$ cat src/rtl/enc_pkg.sv
`default_nettype none
// ============================================================================
//  Package : enc_pkg
//  Shared defaults, types and the parity helper for the rate-1/2
//  convolutional encoder.
//  Revision: 1.0 - initial release
// ============================================================================
package enc_pkg;

  // Default code: K=3, generators 7 and 5 (octal)
  localparam int         K_DEF  = 3;
  localparam logic [2:0] G0_DEF = 3'b111;
  localparam logic [2:0] G1_DEF = 3'b101;

  // Widest window any legal constraint length can produce
  localparam int K_MAX = 9;

  typedef logic [1:0] code_pair_t;

  // XOR-reduction of the tapped window bits; narrower windows are zero-extended
  function automatic logic parity(input logic [K_MAX-1:0] window,
                                  input logic [K_MAX-1:0] poly);
    return ^(window & poly);
  endfunction

endpackage : enc_pkg
`default_nettype wire

$ cat src/rtl/encoder_conv_branch.sv
`default_nettype none
// ============================================================================
//  Module  : conv_branch
//  One generator branch of the convolutional encoder: parity of the current
//  window masked by the branch polynomial. Purely combinational.
//  Revision: 1.0 - initial release
// ============================================================================
module conv_branch
  import enc_pkg::*;
#(
  parameter int           K    = K_DEF,
  parameter logic [K-1:0] POLY = K'(G0_DEF)
) (
  input  logic [K-1:0] window,
  output logic         branch_bit
);

  localparam logic [K_MAX-1:0] c_poly_ext = K_MAX'(POLY);

  logic [K_MAX-1:0] w_window_ext;

  // Zero-extend so the shared helper sees a fixed-width window
  always_comb begin
    w_window_ext = K_MAX'(window);
    branch_bit   = parity(w_window_ext, c_poly_ext);
  end

endmodule : conv_branch
`default_nettype wire

$ cat src/rtl/encoder.sv
`default_nettype none
// ============================================================================
//  Module  : encoder
//  Rate-1/2 feed-forward binary convolutional encoder. One bit in, one
//  registered code pair out on every rising clock edge; no handshake.
//  data_out[1] is the G0 branch, data_out[0] the G1 branch.
//  Revision: 1.0 - initial release
// ============================================================================
module encoder
  import enc_pkg::*;
#(
  parameter int           K  = K_DEF,
  parameter logic [K-1:0] G0 = K'(G0_DEF),
  parameter logic [K-1:0] G1 = K'(G1_DEF)
) (
  input  logic       clk,
  input  logic       reset,     // synchronous, active low
  input  logic       data_in,
  output logic [1:0] data_out
);

  // Reject illegal configurations while elaborating
  if (K < 2 || K > K_MAX) begin : g_bad_k
    $error("encoder: K=%0d outside legal range 2..%0d", K, K_MAX);
  end
  if (G0 == '0) begin : g_bad_g0
    $error("encoder: G0 must be non-zero");
  end
  if (G1 == '0) begin : g_bad_g1
    $error("encoder: G1 must be non-zero");
  end

  // Past input bits; r_sr[K-2] is the most recent, r_sr[0] the oldest
  logic [K-2:0] r_sr;
  code_pair_t   r_out;

  logic [K-1:0] w_window;
  logic [K-2:0] w_sr_next;
  logic         w_bit_g0;
  logic         w_bit_g1;

  assign w_window = {data_in, r_sr};

  // New bit enters at the MSB; with a single stored bit there is nothing to shift
  if (K == 2) begin : g_sr_single
    assign w_sr_next = data_in;
  end else begin : g_sr_shift
    assign w_sr_next = {data_in, r_sr[K-2:1]};
  end

  conv_branch #(
    .K    (K),
    .POLY (G0)
  ) u_branch_g0 (
    .window     (w_window),
    .branch_bit (w_bit_g0)
  );

  conv_branch #(
    .K    (K),
    .POLY (G1)
  ) u_branch_g1 (
    .window     (w_window),
    .branch_bit (w_bit_g1)
  );

  // Advance the trellis state and register the code pair; reset discards history
  always_ff @(posedge clk) begin
    if (!reset) begin
      r_sr  <= '0;
      r_out <= '0;
    end else begin
      r_sr  <= w_sr_next;
      r_out <= {w_bit_g0, w_bit_g1};
    end
  end

  assign data_out = r_out;

endmodule : encoder
`default_nettype wire

$ cat config.mk
export PLATFORM = sky130hd
export DESIGN_NAME = encoder
export DESIGN_NICKNAME = d
export VERILOG_FILES = /design/src/rtl/enc_pkg.sv /design/src/rtl/encoder_conv_branch.sv /design/src/rtl/encoder.sv
export SDC_FILE = /design/constraint.sdc
export NUM_CORES = 1
export LEC_CHECK = 0
export BUFFER_PORTS_ARGS = -buffer_cell sky130_fd_sc_hd__buf_4
export CAP_MARGIN = 20
export CORE_AREA = 4 4 41 43
export DETAILED_ROUTE_END_ITERATION = 8
export DIE_AREA = 0 0 45 47
export GPL_ROUTABILITY_DRIVEN = 0
export HOLD_SLACK_MARGIN = 0.12
export PLACE_DENSITY_LB_ADDON = 0.1
export REMOVE_ABC_BUFFERS = 1
export SYNTH_ARGS = -nofsm -noshare
export SYNTH_HDL_FRONTEND = slang
export SYNTH_HIERARCHICAL = 1
export SYNTH_SLANG_ARGS = --single-unit
$ cat constraint.sdc
create_clock -name clk -period 1.15 [get_ports clk]
set_clock_uncertainty 0.15 [all_clocks]
set_input_delay 0.0575 -clock clk [delete_from_list [all_inputs] [get_ports clk]]
set_output_delay 0.0575 -clock clk [all_outputs]
set_load 0.1 [all_outputs]
# Yosys cells after proc, flatten, opt, wreduce, memory -nomap -nowiden
# Cells that the tools add are included.
classes:
  reduce_logical: 2
op_table:
  columns: ["op", "n"]
  rows:
  - ["9-bit XOR reduction", 2]
totals:
  inputBits: 3
  out_inout_bits: 2
  wordCells: 4
  ff_bits: 4

# Logic depth before layout (Yosys ltp)
logic_depth:
  depth_word: 1
  depth_mapped: 2
  depth_no_buf: 2

# Hierarchy
# The synthesis kept the hierarchy.
by_module_without_submodules:
  columns: ["module", "instances", "cells_per_inst", "area_each_um2"]
  rows:
  - ["encoder", 1, 8, 105.1]
  - ["conv_branch (u_branch_g0)", 1, 1, 23.8]
  - ["conv_branch (u_branch_g1)", 1, 1, 8.8]

# Worst setup path before layout
# Ideal clock, no wire load.
synth_timing:
  kind: "reg2out"
  from: "reg r_out[0] (netlist: data_out[0])"
  to: "out data_out[0]"
  path_stages_with_launch: 1
  required_time_ps: 942
  arrival_time_ps: 909
  path_slack_ps: 34
  cell_sequence: "dfxtp_1"
synth_rtl:
  columns: ["element", "line", "rtl"]
  rows:
  - ["start, declared", "encoder.sv:35", "code_pair_t r_out;"]
  - ["start signal, assigned", "encoder.sv:74", "r_out <= {w_bit_g0, w_bit_g1};"]
  - ["end, declared", "encoder.sv:19", "output logic [1:0] data_out"]
# No word-level cell between the ends.

# Final worst setup path
layout_timing:
  from: "reg r_sr[1]"
  to: "reg r_out[1] (netlist: data_out[1])"
layout_between:
  elab_chain_len: 1
layout_rtl:
  columns: ["element", "line", "rtl"]
  rows:
  - ["start, declared", "encoder.sv:34", "logic [K-2:0] r_sr;"]
  - ["start signal, assigned", "encoder.sv:73", "r_sr <= w_sr_next;"]
  - ["9-bit XOR reduction", "enc_pkg.sv:23", "return ^(window & poly);"]
  - ["net w_bit_g0", "encoder.sv:39", "logic w_bit_g0;"]
# The timed path passes the listed nets, and every way through them passes these cells.
# A chain may end at the register's enable or synchronous reset.

==> flow_summary.ini <==
[layout]
final_layout_size_suffix_gt1_frac = 0.368
fill_cells = 151
area_growth_pct = 66.4
final_area_um2 = 229
nNetsFinal = 24
diodes = 0

[pwr]
combPwrFrac = 0.207
switchingPower_mw = 0.102
leakage_nw = 0.103
pwr-share-clk = 0.408
max-vdd-ir-drop_v = 0.000479
pwr-share-seq = 0.385
intPower_mw = 0.294
p_per_area_nw_per_um2 = 1730
swShare = 0.258

[worst_setup_path]
worst_setup_path_start_kind = flop
crit_type = reg2reg
cp_max_fo = 2
critPathRequiredTime_ns = 1.12
arrival_ns = 1.07
setup.worst_path.end_class = flop
reg2regPathDepth = 2

[clock_tree]
cts_setup_buffers = 0
cts_buffers = 3
htree_num_levels = 1
clk_latency_ns = 0.23
cts.path.max_buffers = 2
clkTransAtPathRegs_ns = 0.03
cts.sinks = 4
cts_hold_repair.buffers = 2
post_cts_resized = 0
clock-root-buffer = clkbuf_4
cts_tree = done

[sta]
drv_slew = 0
finalSetupViolCount = 0
min_period_ns = 1.11
slew-limit-headroom = 0.816
hold_violations = 0
period_share = 0.964
tns_ns = 0
fmax_mhz = 902
worstMarginPinSlew_ns = 0.279
rsz0062_at_grt = no

[detailed_routing]
vias_per_cell = 2.74
routed_wl_um = 188
route.detailed.drc = 0
vias = 93
firstDrtPassIters = 2
final_antenna_net_count = 0
wl_per_cell_um = 5.53
drt-initial-drc-count = 3

[floorplan]
die_area_um2 = 2120
std_cell_rows = 13
initial_utilization = 0.106
die_height_um = 47
coreArea_um2 = 1300
ios = 5
die_w_um = 45

[grt]
overflow = 0
grt_pass1_wl_um = 317
track_usage = 0.0277
first_global_vias = 91
antenna_found_initial = 0
grt_max_degree = 5

[min_path]
hold_class = reg2reg
whs_path_depth = 1

[yosys]
yosysSeqAreaShare = 0.582
synth_cell_type_count = 4
ys_seq_elements = 4
synthCells = 10
syn_area_per_cell_um2 = 13.8
netlist_area_um2 = 138
yosysWarnings = 6

[run_status]
status = completed

[place]
port_buffers = 4
placed_cell_area_um2 = 186

[flow_run]
drv_cap = 0
-- kinds of logic after synthesis --
logic type | Yosys count | share of synthesized area
and+or+nand+nor | 4 | 0.182
DFF | 4 | 0.582
xor gates and xnor gates | 2 | 0.236
-- routing by layer --
layer / GRT usage / vias to the layer above / wire [um]
li1: - / 51 / -
met2: 0.0282 / 6 / 65
met1: 0.0206 / 36 / 78
met4: 0 / 0 / 0
met5: 0 / - / 0
met3: 0.0613 / 0 / 44
-- cell usage after synthesis --
cell type / count / area share
dfxtp_1: 4 / 0.58
xor2_1: 1 / 0.064
and2_1: 4 / 0.18
xor3_1: 1 / 0.17
-- power groups by stage --
stage / Combinational [mW] / Clock (mW) / Sequential, mW
floorplan: 0.0154 / 0 / 0.198
global placement: 0.0790 / 0 / 0.155
detailed placement: 0.0783 / 0 / 0.154
CTS: 0.0833 / 0.171 / 0.153
global route: 0.0861 / 0.183 / 0.153
finish: 0.0822 / 0.162 / 0.153
-- worst max-delay path, stage by stage, from the launching register on --
cell and delay, ns:
dfxtp_1 0.31, xor3_1 0.38, and2_1 0.16
-- cell type report --
class                   instances  area [um2]  area share
well taps                      15        18.8      0.0820
clock buffers                   3        22.5      0.0984
repair buffers                  6        50.0       0.219
flip-flops and latches          4        80.1       0.350
multi-input cells               6        57.6       0.251
-- final timing paths --
check	startpoint	slack [ns]	end
worst max register to register	r_sr[1]	0.04	data_out[1]
worst min register to register	r_sr[1]	0.30	r_sr[0]
worst max-delay path	r_sr[1]	0.04	data_out[1]
worst min-delay path	r_sr[1]	0.30	r_sr[0]
-- per-stage QoR --
step / util / power, mW / worst slack, ns / hold slack (ns) / cells
6_report: 0.176 / 0.397 / 0.0413 / 0.303 / 34
5_1_grt: 0.176 / 0.422 / 0.00801 / 0.329 / 34
4_1_cts: 0.176 / 0.407 / 0.0332 / 0.310 / 34
3_5_place_dp: 0.143 / 0.233 / 0.0375 / 0.143 / 29
3_3_place_gp: 0.143 / 0.234 / 0.0225 / 0.146 / 29
2_1_floorplan: - / 0.214 / 0.0335 / 0.0292 / 10
-- registers in the layout (all words and copies together) (netlist names) --
| signal | flops |
|---|---|
| data_out | 2 |
| r_sr | 2 |
-- layout by cell type (no fill, tap or decap), drive strengths merged --
cell / netlist / routed
dlygate4sd3: 0 / 2
clkbuf: 0 / 3
xor3: 1 / 1
buf: 0 / 4
and2: 4 / 4
xor2: 1 / 1
dfxtp: 4 / 4
Note: power is estimated with default switching activity, not from simulation.
